<file path="config.mk">
export PLATFORM = sky130hd
export DESIGN_NAME = scramble_sequencer
export DESIGN_NICKNAME = d
export VERILOG_FILES = /design/src/rtl/scramble_sequencer_pkg.sv /design/src/rtl/scramble_sequencer_move_decoder.sv /design/src/rtl/scramble_sequencer.sv
export SDC_FILE = /design/constraint.sdc
export NUM_CORES = 1
export LEC_CHECK = 0
export CAP_MARGIN = 10
export CORE_MARGIN = 2
export CORE_UTILIZATION = 50
export DETAILED_ROUTE_END_ITERATION = 8
export GPL_ROUTABILITY_DRIVEN = 0
export PLACE_DENSITY = 0.84
export SLEW_MARGIN = 25
export SYNTH_ARGS = -nofsm -noshare
export SYNTH_HDL_FRONTEND = slang
export SYNTH_SLANG_ARGS = --single-unit
</file>
<file path="constraint.sdc">
create_clock -name clk -period 2 [get_ports clk]
set_input_delay 0.4 -clock clk [delete_from_list [all_inputs] [get_ports clk]]
set_output_delay 0.4 -clock clk [all_outputs]
set_load 0.1 [all_outputs]
</file>
<file path="src/rtl/scramble_sequencer_pkg.sv">
`default_nettype none
// ============================================================================
// Module      : scramble_sequencer_pkg
// Description : Shared state encoding, move type and move decode helpers for
//               the cell-array scramble sequencer.
// Revision    : 1.0 - initial release
// ============================================================================
package scramble_sequencer_pkg;

    localparam logic [2:0] ST_IDLE   = 3'd0;
    localparam logic [2:0] ST_DRAW   = 3'd1;
    localparam logic [2:0] ST_FIRE   = 3'd2;
    localparam logic [2:0] ST_GAP    = 3'd3;
    localparam logic [2:0] ST_FINISH = 3'd4;

    // sel: 0 = row, 1 = column; idx selects which of the four lines.
    typedef struct packed {
        logic       sel;
        logic [1:0] idx;
    } move_t;

    // Returns {row[3:0], col[3:0]} with exactly one line set.
    function automatic logic [7:0] decode_move(input move_t m);
        logic [3:0] w_onehot;
        w_onehot = 4'b0001 << m.idx;
        return m.sel ? {4'b0000, w_onehot} : {w_onehot, 4'b0000};
    endfunction

    function automatic logic [1:0] onehot_to_idx(input logic [3:0] onehot);
        logic [1:0] w_idx;
        case (onehot)
            4'b0010: w_idx = 2'd1;
            4'b0100: w_idx = 2'd2;
            4'b1000: w_idx = 2'd3;
            default: w_idx = 2'd0;
        endcase
        return w_idx;
    endfunction

endpackage
`default_nettype wire

</file>
<file path="src/rtl/scramble_sequencer_move_decoder.sv">
`default_nettype none
// ============================================================================
// Module      : move_decoder
// Description : Combinational 3-bit move to one-hot row/col decoder, shared by
//               the user selection path and the random scramble path.
// Revision    : 1.0 - initial release
// ============================================================================
module move_decoder
    import scramble_sequencer_pkg::*;
(
    input  move_t      move,
    input  logic       enable,
    output logic [3:0] row,
    output logic [3:0] col
);

    logic [7:0] w_lines;

    always_comb begin
        w_lines = decode_move(move);
        if (!enable) begin
            w_lines = 8'h00;
        end
    end

    assign row = w_lines[7:4];
    assign col = w_lines[3:0];

endmodule
`default_nettype wire

</file>
<file path="src/rtl/scramble_sequencer.sv">
`default_nettype none
// ============================================================================
// Module      : scramble_sequencer
// Description : Forwards user row/col/fire to the cell array in idle, and on a
//               start pulse issues a spaced sequence of pseudo-random moves.
// Revision    : 1.0 - initial release
// ============================================================================
module scramble_sequencer
    import scramble_sequencer_pkg::*;
#(
    parameter int NUM_MOVES  = 16,
    parameter int GAP_CYCLES = 15,
    parameter int MAX_RETRY  = 3
) (
    input  logic       clk,
    input  logic       reset,
    input  logic       start,
    input  logic [2:0] random_num,
    input  logic [3:0] user_rc,
    input  logic       user_nrow,
    input  logic       user_error,
    input  logic       user_fire,
    output logic [3:0] row,
    output logic [3:0] col,
    output logic       fire,
    output logic       busy,
    output logic       done,
    output logic [7:0] moves_left
);

    localparam logic [7:0] C_NUM_MOVES  = 8'(NUM_MOVES);
    localparam logic [7:0] C_GAP_CYCLES = 8'(GAP_CYCLES);
    localparam logic [7:0] C_MAX_RETRY  = 8'(MAX_RETRY);
    localparam logic       C_NO_GAP     = (GAP_CYCLES == 0);

    logic [2:0] r_state;
    logic [3:0] r_row;
    logic [3:0] r_col;
    logic       r_fire;
    logic       r_busy;
    logic       r_done;
    logic [7:0] r_moves_left;
    logic [7:0] r_retry;
    logic [7:0] r_gap_cnt;
    move_t      r_move;
    move_t      r_prev_move;

    move_t      w_draw_move;
    move_t      w_user_move;
    logic       w_user_en;
    logic [3:0] w_draw_row;
    logic [3:0] w_draw_col;
    logic [3:0] w_user_row;
    logic [3:0] w_user_col;
    logic       w_redraw;

    assign w_draw_move = move_t'(random_num);

    // A switch error blanks the selection; the user one-hot is re-encoded
    // so the same decoder serves both paths.
    always_comb begin
        w_user_move     = '0;
        w_user_move.sel = user_nrow;
        w_user_move.idx = onehot_to_idx(user_rc);
    end
    assign w_user_en = (|user_rc) & ~user_error;

    move_decoder u_draw_decoder (
        .move   (w_draw_move),
        .enable (1'b1),
        .row    (w_draw_row),
        .col    (w_draw_col)
    );

    move_decoder u_user_decoder (
        .move   (w_user_move),
        .enable (w_user_en),
        .row    (w_user_row),
        .col    (w_user_col)
    );

    // Repeating the previous move would undo it, so redraw a bounded number of times.
    assign w_redraw = (w_draw_move == r_prev_move) && (r_retry < C_MAX_RETRY);

    always_ff @(posedge clk) begin
        if (reset) begin
            r_state      <= ST_IDLE;
            r_row        <= 4'b0000;
            r_col        <= 4'b0000;
            r_fire       <= 1'b0;
            r_busy       <= 1'b0;
            r_done       <= 1'b0;
            r_moves_left <= 8'd0;
            r_retry      <= 8'd0;
            r_gap_cnt    <= 8'd0;
            r_move       <= '0;
            r_prev_move  <= '0;
        end else begin
            r_fire <= 1'b0;
            r_done <= 1'b0;
            case (r_state)
                ST_IDLE: begin
                    if (start) begin
                        r_state      <= ST_DRAW;
                        r_busy       <= 1'b1;
                        r_moves_left <= C_NUM_MOVES;
                        r_retry      <= 8'd0;
                        r_row        <= 4'b0000;
                        r_col        <= 4'b0000;
                    end else begin
                        r_row  <= w_user_row;
                        r_col  <= w_user_col;
                        r_fire <= user_fire & ~user_error;
                    end
                end
                ST_DRAW: begin
                    if (w_redraw) begin
                        r_retry <= r_retry + 8'd1;
                    end else begin
                        r_move  <= w_draw_move;
                        r_row   <= w_draw_row;
                        r_col   <= w_draw_col;
                        r_retry <= 8'd0;
                        r_state <= ST_FIRE;
                    end
                end
                ST_FIRE: begin
                    r_fire       <= 1'b1;
                    r_prev_move  <= r_move;
                    r_moves_left <= r_moves_left - 8'd1;
                    if (r_moves_left == 8'd1) begin
                        r_state <= ST_FINISH;
                    end else if (C_NO_GAP) begin
                        r_state <= ST_DRAW;
                    end else begin
                        r_gap_cnt <= C_GAP_CYCLES;
                        r_state   <= ST_GAP;
                    end
                end
                ST_GAP: begin
                    if (r_gap_cnt <= 8'd1) begin
                        r_state <= ST_DRAW;
                    end else begin
                        r_gap_cnt <= r_gap_cnt - 8'd1;
                    end
                end
                ST_FINISH: begin
                    r_done      <= 1'b1;
                    r_busy      <= 1'b0;
                    r_row       <= 4'b0000;
                    r_col       <= 4'b0000;
                    r_prev_move <= '0;
                    r_state     <= ST_IDLE;
                end
                default: begin
                    r_state <= ST_IDLE;
                end
            endcase
        end
    end

    assign row        = r_row;
    assign col        = r_col;
    assign fire       = r_fire;
    assign busy       = r_busy;
    assign done       = r_done;
    assign moves_left = r_moves_left;

endmodule
`default_nettype wire
</file>
==> run summary <==
sw frac - 0.3381
Reg power frac - 0.447
largest net degree at the start of global routing - 16
asr flop ratio synth - 0
CP max FO - 9
Sink Count - 44
Req. time, crit path - 2.21 ns
# rows - 24
# nets final - 322
Yosys top cell area share - 0.3830
Syn Nets - 274
clk_skew - 0.006820 ns
Post-Syn Area - 0.002300 mm2
Final Max Tran Viols - 0
Fillers - 371
FF+latch area - 884.6 um2
worst hold path type - reg -> reg
Starting Density - 0.5245
leading post-synthesis cells by instance count - dfxtp_1, nor2_1, nand2b_1, a21oi_1, clkbuf_1
total wire length - 5135 um
post-synthesis cell count - 256
I/O Pins - 32
# diodes - 0
NetSw - 0.0007329 W
Core ar. - 0.004384 mm2
DRC viols - 0
Setup CP Type - reg -> reg
count leader, synth - dfxtp_1
combinational share of power - 0.291
Initial DRT Pass Iterations - 4
chip height - 71.82 um
area of the multi-input gates - 0.001324 mm2
H-tree levels - 2
fmax - 0.5335 GHz
DRT iter0 DRCs - 127
CP endpoint kind - flop
hold slack - 0.4761 ns
clock latency at the later pin of the worst-skew pair - 0.30 ns
global-route wire length before repair - 8832 um
CTS max path bufs - 2
Die Area - 0.005158 mm2
Int Pwr - 0.001435 W
number of synthesized flops with an enable pin - 0
grt total ovfl - 0
initial antenna violation count - 0
CTS Buf Count - 5
worst-margin pin slew - 0.4626 ns
die outline width - 71.82 um
drt wl/cell - 14.38 um
placed cell areas - 0.002760 mm2
synth unique cells - 56
DP HPWL - 3808 um
Non-Filler Cell Area, Final - 0.002856 mm2
Slew HR - 0.6888
top cell type by total area after synthesis - dfxtp_1
Max-Cap Viols - 0
leakage power - 1.166 nW
Arr. time, crit path - 2.09 ns
vias in the first global route - 1974
Buffers on Ports - 31
clock power share - 0.263
Final Setup Violations - 0
via count - 2047
Power Dens Cells - 759.0 mW/mm2
status - finished, final reports clean
maximum vdd drop - 0.0004150 V
CTS root buf - clkbuf_8
post-DR vias/cell - 5.734
ys flop type - dfxtp_1
Syn. warnings - 0
final setup TNS - 0 ns
layout cells sized above 1 - 0.2197
clock-pin slew on the worst setup and hold paths - 0.08 ns
Area contributors post-synth - dfxtp_1, nor2_1, mux2i_1, nand2b_1, a211oi_1
Fin. Hold Viols - 0
RSZ-0062 raised after global routing - false
Final Critical Period - 1.875 ns
sequential element share of the synthesized area - 0.3830
Synth Register Bits - 44
Total GRT Usage - 0.2173
Mapped Avg Cell Area - 8.983 um2
Detail Route Antenna Nets - 0
CP startpoint kind - flop
Layout area overhead - 24.21%
CTS tree - done
final period utilization - 0.9373
-- repair_timing --
action / CTS / global route
endpoints found under the setup margin: 0 / 1
gates resized for setup: 0 / 1
hold buffers: 0 / 0
hold endpoints to repair: 0 / 0
buffers inserted: 0 / 0
-- path summary, 6_finish.rpt --
check / from / to / slack, ns / cells after the start
max: r_state[0]$_SDFFE_PP0P_ / row[0]$_SDFFE_PP0P_ / 0.13 / 4
min: r_move[0]$_SDFFE_PP0P_ / r_move[0]$_SDFFE_PP0P_ / 0.48 / 2
max reg2reg: r_state[0]$_SDFFE_PP0P_ / row[0]$_SDFFE_PP0P_ / 0.13 / 4
min reg2reg: r_move[0]$_SDFFE_PP0P_ / r_move[0]$_SDFFE_PP0P_ / 0.48 / 2
-- metrics by stage --
step	cells	utilization	worst slack, ns	total power [W]
after detailed placement	349	0.6296	-0.1006	0.001612
after global placement	349	0.6296	-0.06860	0.001600
after CTS	357	0.6501	0.1312	0.002178
final	357	0.6515	0.1255	0.002168
after global routing	357	0.6515	0.01151	0.002280
after floorplan	256	-	0.03091	0.001420
-- placed cells by master (no fill, tap or decap), drive strengths merged, types with 2 or more instances in the layout --
| cell | n |
|---|---|
| a22oi | 3 |
| clkdlybuf4s50 | 12 |
| xor2 | 7 |
| nand2 | 6 |
| or3b | 3 |
| nor2 | 26 |
| nor3 | 10 |
| nor3b | 2 |
| or2 | 3 |
| nor4 | 6 |
| o31a | 2 |
| nand2b | 14 |
| clkbuf | 8 |
| o31ai | 3 |
| a211oi | 9 |
| mux2i | 9 |
| a2bb2oi | 3 |
| o211ai | 2 |
| o311ai | 2 |
| or3 | 5 |
| a21o | 3 |
| o21bai | 6 |
| and3 | 7 |
| a21oi | 12 |
| or4b | 4 |
| buf | 45 |
| a31oi | 5 |
| nor2b | 2 |
| inv | 6 |
| dfxtp | 44 |
| o2111ai | 3 |
| mux2 | 2 |
| a221oi | 2 |
| or4 | 6 |
| ha | 5 |
| nand3 | 7 |
-- worst max-delay path: stages, from the launching register on --
cell and delay, ns:
dfxtp_1 0.49, or3b_1 0.47, or4_1 0.43, o31a_1 0.13, a221oi_1 0.27
-- flip-flops by register name, summed over array words and instances, names as in the netlist --
signal / count
done: 1
r_retry: 8
row: 4
r_state: 3
r_gap_cnt: 8
busy: 1
moves_left: 8
r_move: 3
fire: 1
r_prev_move: 3
col: 4
-- routing by layer --
metal,share of wire,routed length [um],vias to the layer above,global-route usage
li1,-,-,1050,-
met1,0.47,2416,934,0.2759
met2,0.46,2373,58,0.3560
met3,0.057,295,5,0.05907
met4,0.0095,49,0,0.07547
met5,0,0,-,0
-- final cells by class --
cell class                 instances  share of cell area
sequential                        44              0.3097
timing repair buffer              57              0.1647
inverter                           6            0.007884
clock buffer                       8             0.03154
multi-input combinational        190              0.4634
tap                               52             0.02278
-- power groups by stage --
stage               sequential (W)  clock [W]  combinational [W]
CTS                       0.000968   0.000582           0.000628
detailed placement        0.000988          0           0.000624
global placement          0.000986          0           0.000615
global route              0.000975   0.000630           0.000675
finish                    0.000968   0.000569           0.000630
floorplan                  0.00114          0           0.000277
-- logic make-up after synthesis --
| group | synth area share |
|---|---|
| mux | 0.04897 |
| buf+inv | 0.04407 |
| xor+xnor | 0.03047 |
| simple gates | 0.2720 |
| flops | 0.3830 |
| fa+ha+maj | 0.03156 |
| compound gates | 0.1899 |
No activity file was read; power rests on OpenSTA's default activity.
